**config.mk**
```make
export PLATFORM = sky130hd
export DESIGN_NAME = zp_accum_seq
export DESIGN_NICKNAME = d
export VERILOG_FILES = /design/src/rtl/zp_accum_seq.sv
export SDC_FILE = /design/constraint.sdc
export NUM_CORES = 1
export LEC_CHECK = 0
export BUFFER_PORTS_ARGS = -buffer_cell sky130_fd_sc_hd__buf_2
export CAP_MARGIN = 20
export CORE_ASPECT_RATIO = 0.9
export CORE_MARGIN = 5
export CORE_UTILIZATION = 30
export CTS_CLUSTER_DIAMETER = 150
export DETAILED_ROUTE_END_ITERATION = 7
export PLACE_DENSITY = 0.49
export SYNTH_ARGS = -nofsm -noshare
export SYNTH_HDL_FRONTEND = slang
export SYNTH_SLANG_ARGS = --single-unit
```
**constraint.sdc**
```tcl
create_clock -name clk -period 3.4 [get_ports clk]
set_input_delay 0 -clock clk [delete_from_list [all_inputs] [get_ports clk]]
set_output_delay 0 -clock clk [all_outputs]
set_load 0.03 [all_outputs]
```
**src/rtl/zp_accum_seq.sv**
```systemverilog
// Zero-predictor accumulator: reads B/DQ tap pairs from the bank, FMULTs each and sums into SEZI/SEZ.
// Optional feature macro ZP_POLE_TAPS_EN: also reads the pole taps (A2/SR2, A1/SR1) and drives se.
module zp_accum_seq #(
    parameter int unsigned RD_LAT = 1,
    parameter int unsigned ADDR_W = 3
) (
    input  logic              clk,
    input  logic              reset,
    input  logic              start,
    output logic              rd_en,
    output logic [ADDR_W-1:0] rd_addr,
    input  logic [15:0]       b_data,
    input  logic [10:0]       dq_data,
    output logic              busy,
    output logic              done,
    output logic [15:0]       sezi,
    output logic [15:0]       sez,
`ifdef ZP_POLE_TAPS_EN
    output logic [15:0]       se,
`endif
    input  logic              scan_in0,
    input  logic              scan_in1,
    input  logic              scan_in2,
    input  logic              scan_in3,
    input  logic              scan_in4,
    input  logic              scan_enable,
    input  logic              test_mode,
    output logic              scan_out0,
    output logic              scan_out1,
    output logic              scan_out2,
    output logic              scan_out3,
    output logic              scan_out4
);

`ifdef ZP_POLE_TAPS_EN
    localparam int unsigned N_TAPS = 8;
`else
    localparam int unsigned N_TAPS = 6;
`endif
    localparam int unsigned N_ZERO_TAPS = 6;
    localparam int unsigned PIPE_W      = RD_LAT * ADDR_W;
    localparam logic [ADDR_W-1:0] LAST_TAP = ADDR_W'(N_TAPS - 1);
    localparam logic [ADDR_W-1:0] ZERO_END = ADDR_W'(N_ZERO_TAPS);

    typedef enum logic [1:0] {S_IDLE, S_ISSUE, S_DRAIN, S_DONE} state_t;

    state_t            state, state_d;
    logic [ADDR_W-1:0] addr_d;

    logic [RD_LAT-1:0]             vld_pipe;
    logic [RD_LAT-1:0][ADDR_W-1:0] tap_pipe;
    logic                          ret_valid, ret_last, ret_zero;
    logic [ADDR_W-1:0]             ret_tap;

    logic        an_s, sr_s, ws;
    logic [12:0] an_mag;
    logic [3:0]  an_exp, sr_exp;
    logic [5:0]  an_mant, sr_mant;
    logic [4:0]  wexp;
    logic [7:0]  wmant;
    logic [14:0] wmag;
    logic [15:0] w;

    logic [15:0] acc_z, acc_z_d;
`ifdef ZP_POLE_TAPS_EN
    logic [15:0] acc_all, acc_all_d;
`endif

    logic unused_dft;
    assign unused_dft = ^{scan_in0, scan_in1, scan_in2, scan_in3, scan_in4,
                          scan_enable, test_mode, b_data[1:0]};

    assign scan_out0 = 1'b0;
    assign scan_out1 = 1'b0;
    assign scan_out2 = 1'b0;
    assign scan_out3 = 1'b0;
    assign scan_out4 = 1'b0;

    // Read-return tracking: the issue strobe/address delayed to line up with bank data
    assign ret_valid = vld_pipe[RD_LAT-1];
    assign ret_tap   = tap_pipe[RD_LAT-1];
    assign ret_last  = ret_valid && (ret_tap == LAST_TAP);
    assign ret_zero  = ret_tap < ZERO_END;

    // FMULT of the returned coefficient with the returned float DQ
    always_comb begin
        an_s    = b_data[15];
        an_mag  = an_s ? 13'(13'd0 - b_data[14:2]) : b_data[14:2];
        an_exp  = 4'd0;
        for (int i = 0; i < 13; i++) begin
            if (an_mag[i]) an_exp = 4'(i + 1);
        end
        an_mant = (an_mag == 13'd0) ? 6'd32 : 6'({an_mag, 6'b0} >> an_exp);
        sr_s    = dq_data[10];
        sr_exp  = dq_data[9:6];
        sr_mant = dq_data[5:0];
        ws      = an_s ^ sr_s;
        wexp    = 5'(an_exp) + 5'(sr_exp);
        wmant   = 8'((12'(an_mant) * 12'(sr_mant) + 12'd48) >> 4);
        wmag    = (wexp > 5'd26) ? 15'({wmant, 7'b0} << (wexp - 5'd26))
                                 : 15'({wmant, 7'b0} >> (5'd26 - wexp));
        w       = ws ? 16'(16'd0 - 16'(wmag)) : 16'(wmag);
    end

    always_comb begin
        acc_z_d = acc_z;
`ifdef ZP_POLE_TAPS_EN
        acc_all_d = acc_all;
        if (ret_valid) acc_all_d = acc_all + w;
`endif
        if (ret_valid && ret_zero) acc_z_d = acc_z + w;
    end

    always_ff @(posedge clk or posedge reset) begin
        if (reset) state <= S_IDLE;
        else       state <= state_d;
    end

    always_comb begin
        state_d = state;
        addr_d  = '0;
        case (state)
            S_IDLE:  if (start) state_d = S_ISSUE;
            S_ISSUE: begin
                if (rd_addr == LAST_TAP) state_d = S_DRAIN;
                else                     addr_d  = rd_addr + ADDR_W'(1);
            end
            S_DRAIN: if (ret_last) state_d = S_DONE;
            S_DONE:  state_d = S_IDLE;
            default: state_d = S_IDLE;
        endcase
    end

    // Registered outputs, read-return pipeline and accumulators
    always_ff @(posedge clk or posedge reset) begin
        if (reset) begin
            rd_en    <= 1'b0;
            rd_addr  <= '0;
            busy     <= 1'b0;
            done     <= 1'b0;
            sezi     <= '0;
            sez      <= '0;
            acc_z    <= '0;
            vld_pipe <= '0;
            tap_pipe <= '0;
`ifdef ZP_POLE_TAPS_EN
            se       <= '0;
            acc_all  <= '0;
`endif
        end else begin
            rd_en    <= (state_d == S_ISSUE);
            rd_addr  <= addr_d;
            busy     <= (state_d != S_IDLE);
            done     <= (state_d == S_DONE);
            vld_pipe <= RD_LAT'({vld_pipe, rd_en});
            tap_pipe <= PIPE_W'({tap_pipe, rd_addr});
            if (state == S_IDLE && start) acc_z <= '0;
            else                          acc_z <= acc_z_d;
`ifdef ZP_POLE_TAPS_EN
            if (state == S_IDLE && start) acc_all <= '0;
            else                          acc_all <= acc_all_d;
            if (state_d == S_DONE) se <= {acc_all_d[15], acc_all_d[15:1]};
`endif
            if (state_d == S_DONE) begin
                sezi <= acc_z_d;
                sez  <= {acc_z_d[15], acc_z_d[15:1]};
            end
        end
    end

endmodule

```
======== Word level (Yosys, flattened, before mapping) ========
Cells that the tools add are included.
cells by class
  add/subtract/negate cells ............... 8
  $mul .................................... 1
  order comparisons ....................... 2
  equal/unequal tests ..................... 7
  shift operators ......................... 3
  muxes and demuxes ....................... 25
  bitwise logic cells ..................... 1
  reduce and logical (&&, ||, !) cells .... 6
operators by type and width
  kind                                                   number
  2-to-1 mux 16 bit                                      3
  2-to-1 mux 4 bit                                       11
  >> shifter 19 x 4 -> 6 bit                             1
  adder 16 bit                                           1
  subtractor 1 x 15 -> 16 bit (first input constant)     1
  2-to-1 mux 15 bit                                      1
  << shifter 15 x 5 -> 15 bit                            1
  >> shifter 15 x 5 -> 15 bit                            1
  zero test 13 bit                                       1
  2-to-1 mux 13 bit                                      1
  subtractor 1 x 13 -> 13 bit (first input constant)     1
  adder 12 x 6 -> 12 bit (second input constant)         1
  multiplier 6 x 6 -> 12 bit                             1
  2-to-1 mux 2 bit                                       4
  one-hot mux 2 bit (4 select lines)                     1
  == test 2 bit (second input constant)                  3
  == test 3 bit (second input constant)                  2
  2-to-1 mux 3 bit                                       2
  2-to-1 mux 6 bit                                       1
  adder 4 x 4 -> 5 bit                                   1
  greater-than comparator 5 bit (second input constant)  1
  subtractor 5 bit (first input constant)                1
  subtractor 5 bit (second input constant)               1
  == test 2 x 1 -> 1 bit (second input constant)         2
  7 further kinds                                        9
word-level totals
  bits in registers ....................... 59
  input port bits ......................... 37
  output and inout bits ................... 43
  logic and storage cells ................. 63

======== Longest topological paths before layout ========
Gate-level depths: netlist of the first run.
  word-level depth ........................ 26
  gate-level depth with buffers ........... 44
  depth with buffers taken out ............ 43

======== Least setup slack after synthesis of the first run ========
No wires, ideal clock.
  path kind ............................... input-to-reg
  start ................................... input port b_data[5]
  end ..................................... register sezi[14]
  library setup time ...................... 0.125 ns
  arrival ................................. 9.448 ns
  data required time ...................... 3.275 ns
  path slack .............................. -6.173 ns
  cell stages on the path ................. 40
  path buffers ............................ 3
  cell sequence ........................... buf_2 or4_1 buf_2 or4_1 o21ai_1 a32oi_1 o21a_1 buf_2 inv_2 nor2_1 o211ai_1 a21oi_1 nor4_2 and2_1 fa_1 fa_1 fa_1 inv_1 [4 not listed] xnor2_1 mux4_2 and3_1 a211oi_2 ha_1 nand2_1 o21ai_0 fa_1 a21o_1 a21oi_1 o21bai_1 a21oi_1 o21bai_1 a21oi_1 o21ai_0 o41ai_1 xnor2_1 mux2_2
on the way
  word-level cells in the longest chain between the ends .. 22
  elaborated cells on any way between the ends .. 28
  classes of those cells .................. add/sub: 7; mul: 1; order compare: 1; shift: 3; mux: 15; reduce/logical: 1
RTL lines
  item                                                                               RTL line  source
  start, declared                                                                    12        input logic [15:0] b_data,
  subtractor 1 x 13 -> 13 bit                                                        88        an_mag = an_s ? 13'(13'd0 - b_data[14:2]) : b_data[14:2];
  2-to-1 mux 13 bit *                                                                88
  2-to-1 mux 4 bit (10 in a row)                                                     91        if (an_mag[i]) an_exp = 4'(i + 1);
  >> shifter 19 x 4 -> 6 bit                                                         93        an_mant = (an_mag == 13'd0) ? 6'd32 : 6'({an_mag, 6'b0} >> an_exp);
  2-to-1 mux 6 bit                                                                   93
  multiplier 6 x 6 -> 12 bit                                                         99        wmant = 8'((12'(an_mant) * 12'(sr_mant) + 12'd48) >> 4);
  adder 12 x 6 -> 12 bit                                                             99
  >> shifter 15 x 5 -> 15 bit / << shifter 15 x 5 -> 15 bit (equally long branches)  101, 100
  2-to-1 mux 15 bit *                                                                100       wmag = (wexp > 5'd26) ? 15'({wmant, 7'b0} << (wexp - 5'd26))
  subtractor 1 x 15 -> 16 bit                                                        102       w = ws ? 16'(16'd0 - 16'(wmag)) : 16'(wmag);
  2-to-1 mux 16 bit *                                                                102
  adder 16 bit *                                                                     111       if (ret_valid && ret_zero) acc_z_d = acc_z + w;
  2-to-1 mux 16 bit *                                                                111
  end signal, assigned                                                               165       sezi <= acc_z_d;
  end, declared                                                                      16        output logic [15:0] sezi,
Every way passes the cells marked *; elsewhere a longest branch is shown, timed or not.
A chain may end at the register's enable or synchronous reset.

======== Worst setup path after layout of the first run ========
  start ................................... input port b_data[6]
  end ..................................... register acc_z[15]
on the way
  word-level cells in the longest chain between the ends .. 22
  elaborated cells on any way between the ends .. 28
  classes of those cells .................. add/sub: 7; mul: 1; order compare: 1; shift: 3; mux: 15; reduce/logical: 1
RTL lines
  item                                                                               RTL line  source
  subtractor 1 x 13 -> 13 bit                                                        88
  2-to-1 mux 13 bit *                                                                88
  2-to-1 mux 4 bit (9 in a row)                                                      91
  >> shifter 19 x 4 -> 6 bit                                                         93
  2-to-1 mux 6 bit                                                                   93
  multiplier 6 x 6 -> 12 bit                                                         99
  adder 12 x 6 -> 12 bit                                                             99
  >> shifter 15 x 5 -> 15 bit / << shifter 15 x 5 -> 15 bit (equally long branches)  101, 100
  2-to-1 mux 15 bit *                                                                100
  subtractor 1 x 15 -> 16 bit                                                        102
  2-to-1 mux 16 bit *                                                                102
  adder 16 bit *                                                                     111
  2-to-1 mux 16 bit *                                                                111
  2-to-1 mux 16 bit *                                                                157       if (state == S_IDLE && start) acc_z <= '0;
  end signal, assigned                                                               158       else acc_z <= acc_z_d;
  end, declared                                                                      64        logic [15:0] acc_z, acc_z_d;
Marked as above.

==> metrics.cfg, run 1 <==
[status]
status=finished, violations left
violations=setup timing

[clock_network]
cts_buffer_depth=2
clk_pin_slew_ns=0.06
clk_latency_ns=0.29
cts_tree=done
cts_sinks=44
ctsHtreeMaxLevel=2
root_buffer=clkbuf_16
cts_buffers=5

[synth]
synth_area_um2=6280
synth_area_leaders=dfrtp_1 (18%), ha_1 (9.8%), fa_1 (6.4%)
seq_area_frac_synth_pct=17.5
ys.warnings.count=0
synth-edff-count=0
synth_top_area_share_pct=17.5
synthArstFlopShare_pct=100
syn_avg_cell_area_um2=7.90
ys_seq_elements=44
synthMostInstantiatedCell=nor2_1
synth_common_cells=nor2_1 (81), nand2_1 (69), ha_1 (49), a21oi_1 (48), inv_1 (46)
synth_flop_cell=dfrtp_1
yosysTopAreaCell=dfrtp_1
yosysUniqueCellTypes=85
syn-instance-count=794

[worst_setup_path]
cp.arrival_ns=9.16
start_kind=input port
cp_data_required_time_ns=3.57
critPathKind=in2reg
cp_max_fo=4
slowest_delay_ns=0.56
crit_slowest_cell=or4_4
cp-end-kind=flip-flop
cp_common_cell=fa_1

[die]
start_util_pct=30.3
core-area_um2=20700
io_pins=80
die_h_um=147
die_w_um=162
num_rows=50
dieArea_um2=23900

[global_route]
grt_pass1_wl_um=33800
antenna_found_initial=0
grt.overflow.total=0
grt_pass1_vias=6862
grt_max_degree=45
grt_usage_pct=16.8

[final_layout]
seqCellArea_um2=1100
drive_gt1_share_pct=44.4
finish.utilization_pct=46.7
fillers=2047
area_delta_synth_final_pct=54.2
fin_nets=1206
final_cells=1387
n_antenna_cell=0
multi_input_area_um2=5420

[sta]
tns_ns=-160.31
grt_setup_unrepaired=yes
maxSlewViolCount=0
hold_viol_final=0
timing.slew.headroom_pct=32.6
fin_hold_ws_ns=0.0338
setup_viol=32
max_freq_ghz=0.111
worst_clock_skew_ns=0.00473
worstMarginPinSlew_ns=1.01
fin_ws_ns=-5.58
post-route-min-period_ns=8.98
post-route-period-util_pct=264

[placed_design]
place_congestion=0.891
hpwl_um=15700
numPortBuffers=65
place_inst=1349

[routing]
routed_wl_um=19700
ant_nets=0
drt_iter0_drc=341
num_vias=6819
drc=0
avgViaCountPerCell=4.92
firstDrtPassIters=5
avgRoutedWirePerCell_um=14.2

[min_path]
hold_class=in2reg

[job]
max_cap_violations=0

## registers in the layout, indices dropped and copies added (netlist names)
| register | cells |
|---|---|
| sezi | 16 |
| state | 2 |
| ret_tap | 3 |
| acc_z | 16 |
| rd_en | 1 |
| busy | 1 |
| done | 1 |
| rd_addr | 3 |
| ret_valid | 1 |
## worst max-delay path: cells and delay by family
kind                     cells  cell delay (ns)
multiplexers                 3             1.07
AO/OA/AOI/OAI               14             2.43
adder cells (fa/ha/maj)      7             2.88
buffers and inverters        5             0.63
AND/OR/NAND/NOR             10             1.97
XOR/XNOR                     1             0.13
## area by class of cell
type | count | area share [%]
Inverter | 47 | 1.90
Clock buffer | 7 | 1.47
Clock inverter | 1 | 0.0776
Timing Repair Buffer | 346 | 25.5
Sequential cell | 44 | 11.4
Tap cell | 286 | 3.70
Multi-Input combinational cell | 656 | 56.0
## through the flow
step           instance area [um^2]  worst slack (ns)
4_1_cts                        9570             -5.49
3_3_place_gp                   8790             -6.03
2_1_floorplan                  6530             -5.51
5_1_grt                        9680             -6.01
3_5_place_dp                   8790             -6.14
6_report                       9680             -5.58
## cell usage in the layout, fill, tap and decap left out, types with 8 or more instances in the layout
master	netlist	layout
a211oi_1	13	8
a21o_1	11	11
a21oi_1	48	26
a21oi_2	0	18
and2_1	14	10
buf_2	6	63
buf_4	22	275
dfrtp_1	44	44
fa_1	20	18
ha_1	49	43
inv_1	46	39
nand2_1	69	65
nand3_1	19	18
nor2_1	81	76
nor3_1	20	18
o211ai_1	15	15
o21ai_0	43	23
o21ai_1	5	18
o31ai_1	11	8
xnor2_1	32	28
xor2_1	21	19
## per-layer routing
metal / part of all wire (%) / routed length, um / GRT usage (%) / up-vias
li1: - / - / - / 3509
met1: 51 / 10000 / 24.8 / 3180
met2: 45 / 8850 / 27.1 / 118
met3: 3.4 / 668 / 1.29 / 12
met4: 0.79 / 155 / 2.66 / 0
met5: 0 / 0 / 0 / -
## kinds of logic (layout without fill, tap and decap cells)
family / after synthesis / after routing / synth area share [%]
AND/OR/NAND/NOR: 269 / 269 / 20.6
AO/OA/AOI/OAI: 239 / 240 / 26.7
buffers and inverters: 99 / 401 / 7.48
adder cells (fa/ha/maj): 69 / 69 / 16.1
XOR/XNOR: 54 / 54 / 7.66
flip-flops: 44 / 44 / 17.5
multiplexers: 19 / 19 / 3.79
other: 1 / 5 / 0.0598
## path summary, 6_finish.rpt
check	cells past startpoint	end	slack, ns	start
worst max-delay path	40	acc_z[15]	-5.58	b_data[6]
worst min-delay path	3	rd_en	0.03	start
worst max register to register	11	acc_z[15]	0.62	acc_z[1]
worst min register to register	0	ret_valid	0.38	rd_en
max in group asynchronous	3	acc_z[15]	2.39	reset
min in group asynchronous	3	sezi[9]	0.45	reset
## repair_timing
item                                   CTS  global route
setup endpoints to repair               32            32
pin swaps                               32            38
cloned                                   1             0
gates resized for setup                 75            45
buffers inserted                        51             6
hold buffers                             1             0
endpoints found under the hold margin   44             0
Power of run 1 is not shown: default switching activity piles up to over one toggle a cycle in this logic, so the estimate is an artifact.
==> inputs of run 2 (changes only) <==
--- a/config.mk
+++ b/config.mk
@@ -12,6 +12,7 @@
 export CORE_UTILIZATION = 30
 export CTS_CLUSTER_DIAMETER = 150
 export DETAILED_ROUTE_END_ITERATION = 7
+export HOLD_SLACK_MARGIN = 0.06
 export PLACE_DENSITY = 0.49
 export SYNTH_ARGS = -nofsm -noshare
 export SYNTH_HDL_FRONTEND = slang
==> metrics.cfg, run 2 (synthesis results as in run 1) <==
[global_route]
use_met3_pct=1.29
grt_usage_pct=16.8
grt_pass1_wl_um=33800
busiest_layer=met2
grt_pass1_vias=6862
grt_max_degree=45
use_met2_pct=27.1
antenna_found_initial=0
use_met1_pct=24.8
grt.overflow.total=0

[sta]
worst_clock_skew_ns=0.00503
setup_viol=32
post-route-min-period_ns=8.98
tns_ns=-160.07
hold_viol_final=0
worstMarginPinSlew_ns=1.01
grt_setup_unrepaired=yes
post-route-period-util_pct=264
fin_ws_ns=-5.58
maxSlewViolCount=0
max_freq_ghz=0.111
timing.slew.headroom_pct=32.6

[clock_network]
cts_tree=done
ctsHtreeMaxLevel=2
clk_pin_slew_ns=0.06
cts_buffers=5
root_buffer=clkbuf_16
clk_latency_ns=0.29
cts_buffer_depth=2
cts_sinks=44

[routing]
firstDrtPassIters=7
drc=0
avgRoutedWirePerCell_um=14.2
ant_nets=0
drt_iter0_drc=333
num_vias=6782
avgViaCountPerCell=4.89
routed_wl_um=19700

[worst_setup_path]
start_kind=input port
cp.arrival_ns=9.15
cp_common_cell=fa_1
cpLargestDelayFamily=adder cells
path_buf_inv=5
critPathKind=in2reg
cp-end-kind=flip-flop
cp_max_fo=4
slowest_delay_ns=0.56
crit_slowest_cell=or4_4
cp_data_required_time_ns=3.57

[placed_design]
numPortBuffers=65
place_inst=1349
dp_slack_ns=-6.14
hpwl_um=15700
place_congestion=0.891
place_area_um2=8790

[die]
die_w_um=162
num_rows=50
io_pins=80
core-area_um2=20700
die_h_um=147
dieArea_um2=23900
start_util_pct=30.3

[final_layout]
area_delta_synth_final_pct=54.3
fin_nets=1207
final_cell_area_um2=9690
reg_top3=acc_z x16, sezi x16
final_common_cell=buf_4
n_antenna_cell=0
final_cells=1388
drive_gt1_share_pct=44.4
fillers=2046
seqCellArea_um2=1100
final_cell_mix=buf_4 (275), nor2_1 (76), nand2_1 (65)
multi_input_area_um2=5420

[status]
status=finished, violations left
violations=setup timing

[job]
max_cap_violations=0

[min_path]
hold_class=reg2reg

## run 2: per-layer routing
| metal | up-vias | wire length, um |
|---|---|---|
| li1 | 3510 | - |
| met1 | 3164 | 10100 |
| met2 | 96 | 8840 |
| met3 | 12 | 566 |
| met4 | 0 | 155 |
| met5 | - | 0 |
## run 2: stage by stage
stage	hold slack [ns]	util, %
after global placement	0.264	42.4
after CTS	0.380	46.3
after global routing	0.410	46.8
after floorplan	0.192	-
final	0.378	46.8
after detailed placement	0.263	42.4
## run 2: cell type report
type,count,area share (%)
multi-input cells,656,55.9
repair buffers,347,25.6
flip-flops and latches,44,11.4
well taps,286,3.69
inverters,47,1.90
clock buffers,7,1.47
clock inverters,1,0.0775
## run 2: what timing repair did
item / CTS / global route
pin swaps: 32 / 38
endpoints found under the hold margin: 45 / 0
hold buffers: 2 / 0
gates cloned: 1 / 0
setup buffers: 51 / 6
setup endpoints to repair: 32 / 32
gates resized for setup: 75 / 45
## run 2: worst register-to-register path, stage by stage, from the launching register on
cell and delay, ns:
dfrtp_1 0.43, ha_1 0.32, a21o_1 0.17, a21oi_2 0.13, o21bai_1 0.11, a2111o_1 0.42, nand2_2 0.09, o211ai_1 0.16
a41oi_2 0.19, nand2_1 0.08, mux2i_2 0.21, mux2_1 0.34
## run 2: final timing paths
kind | cells after the start | slack, ns | start | end
worst max register to register | 11 | 0.62 | acc_z[1] | acc_z[15]
worst min-delay path | 0 | 0.38 | rd_en | ret_valid
min in group asynchronous | 3 | 0.45 | reset | sezi[9]
worst max-delay path | 40 | -5.58 | b_data[6] | acc_z[15]
worst min register to register | 0 | 0.38 | rd_en | ret_valid
max in group asynchronous | 3 | 2.39 | reset | acc_z[15]
Power of run 2 is left out for the same reason.
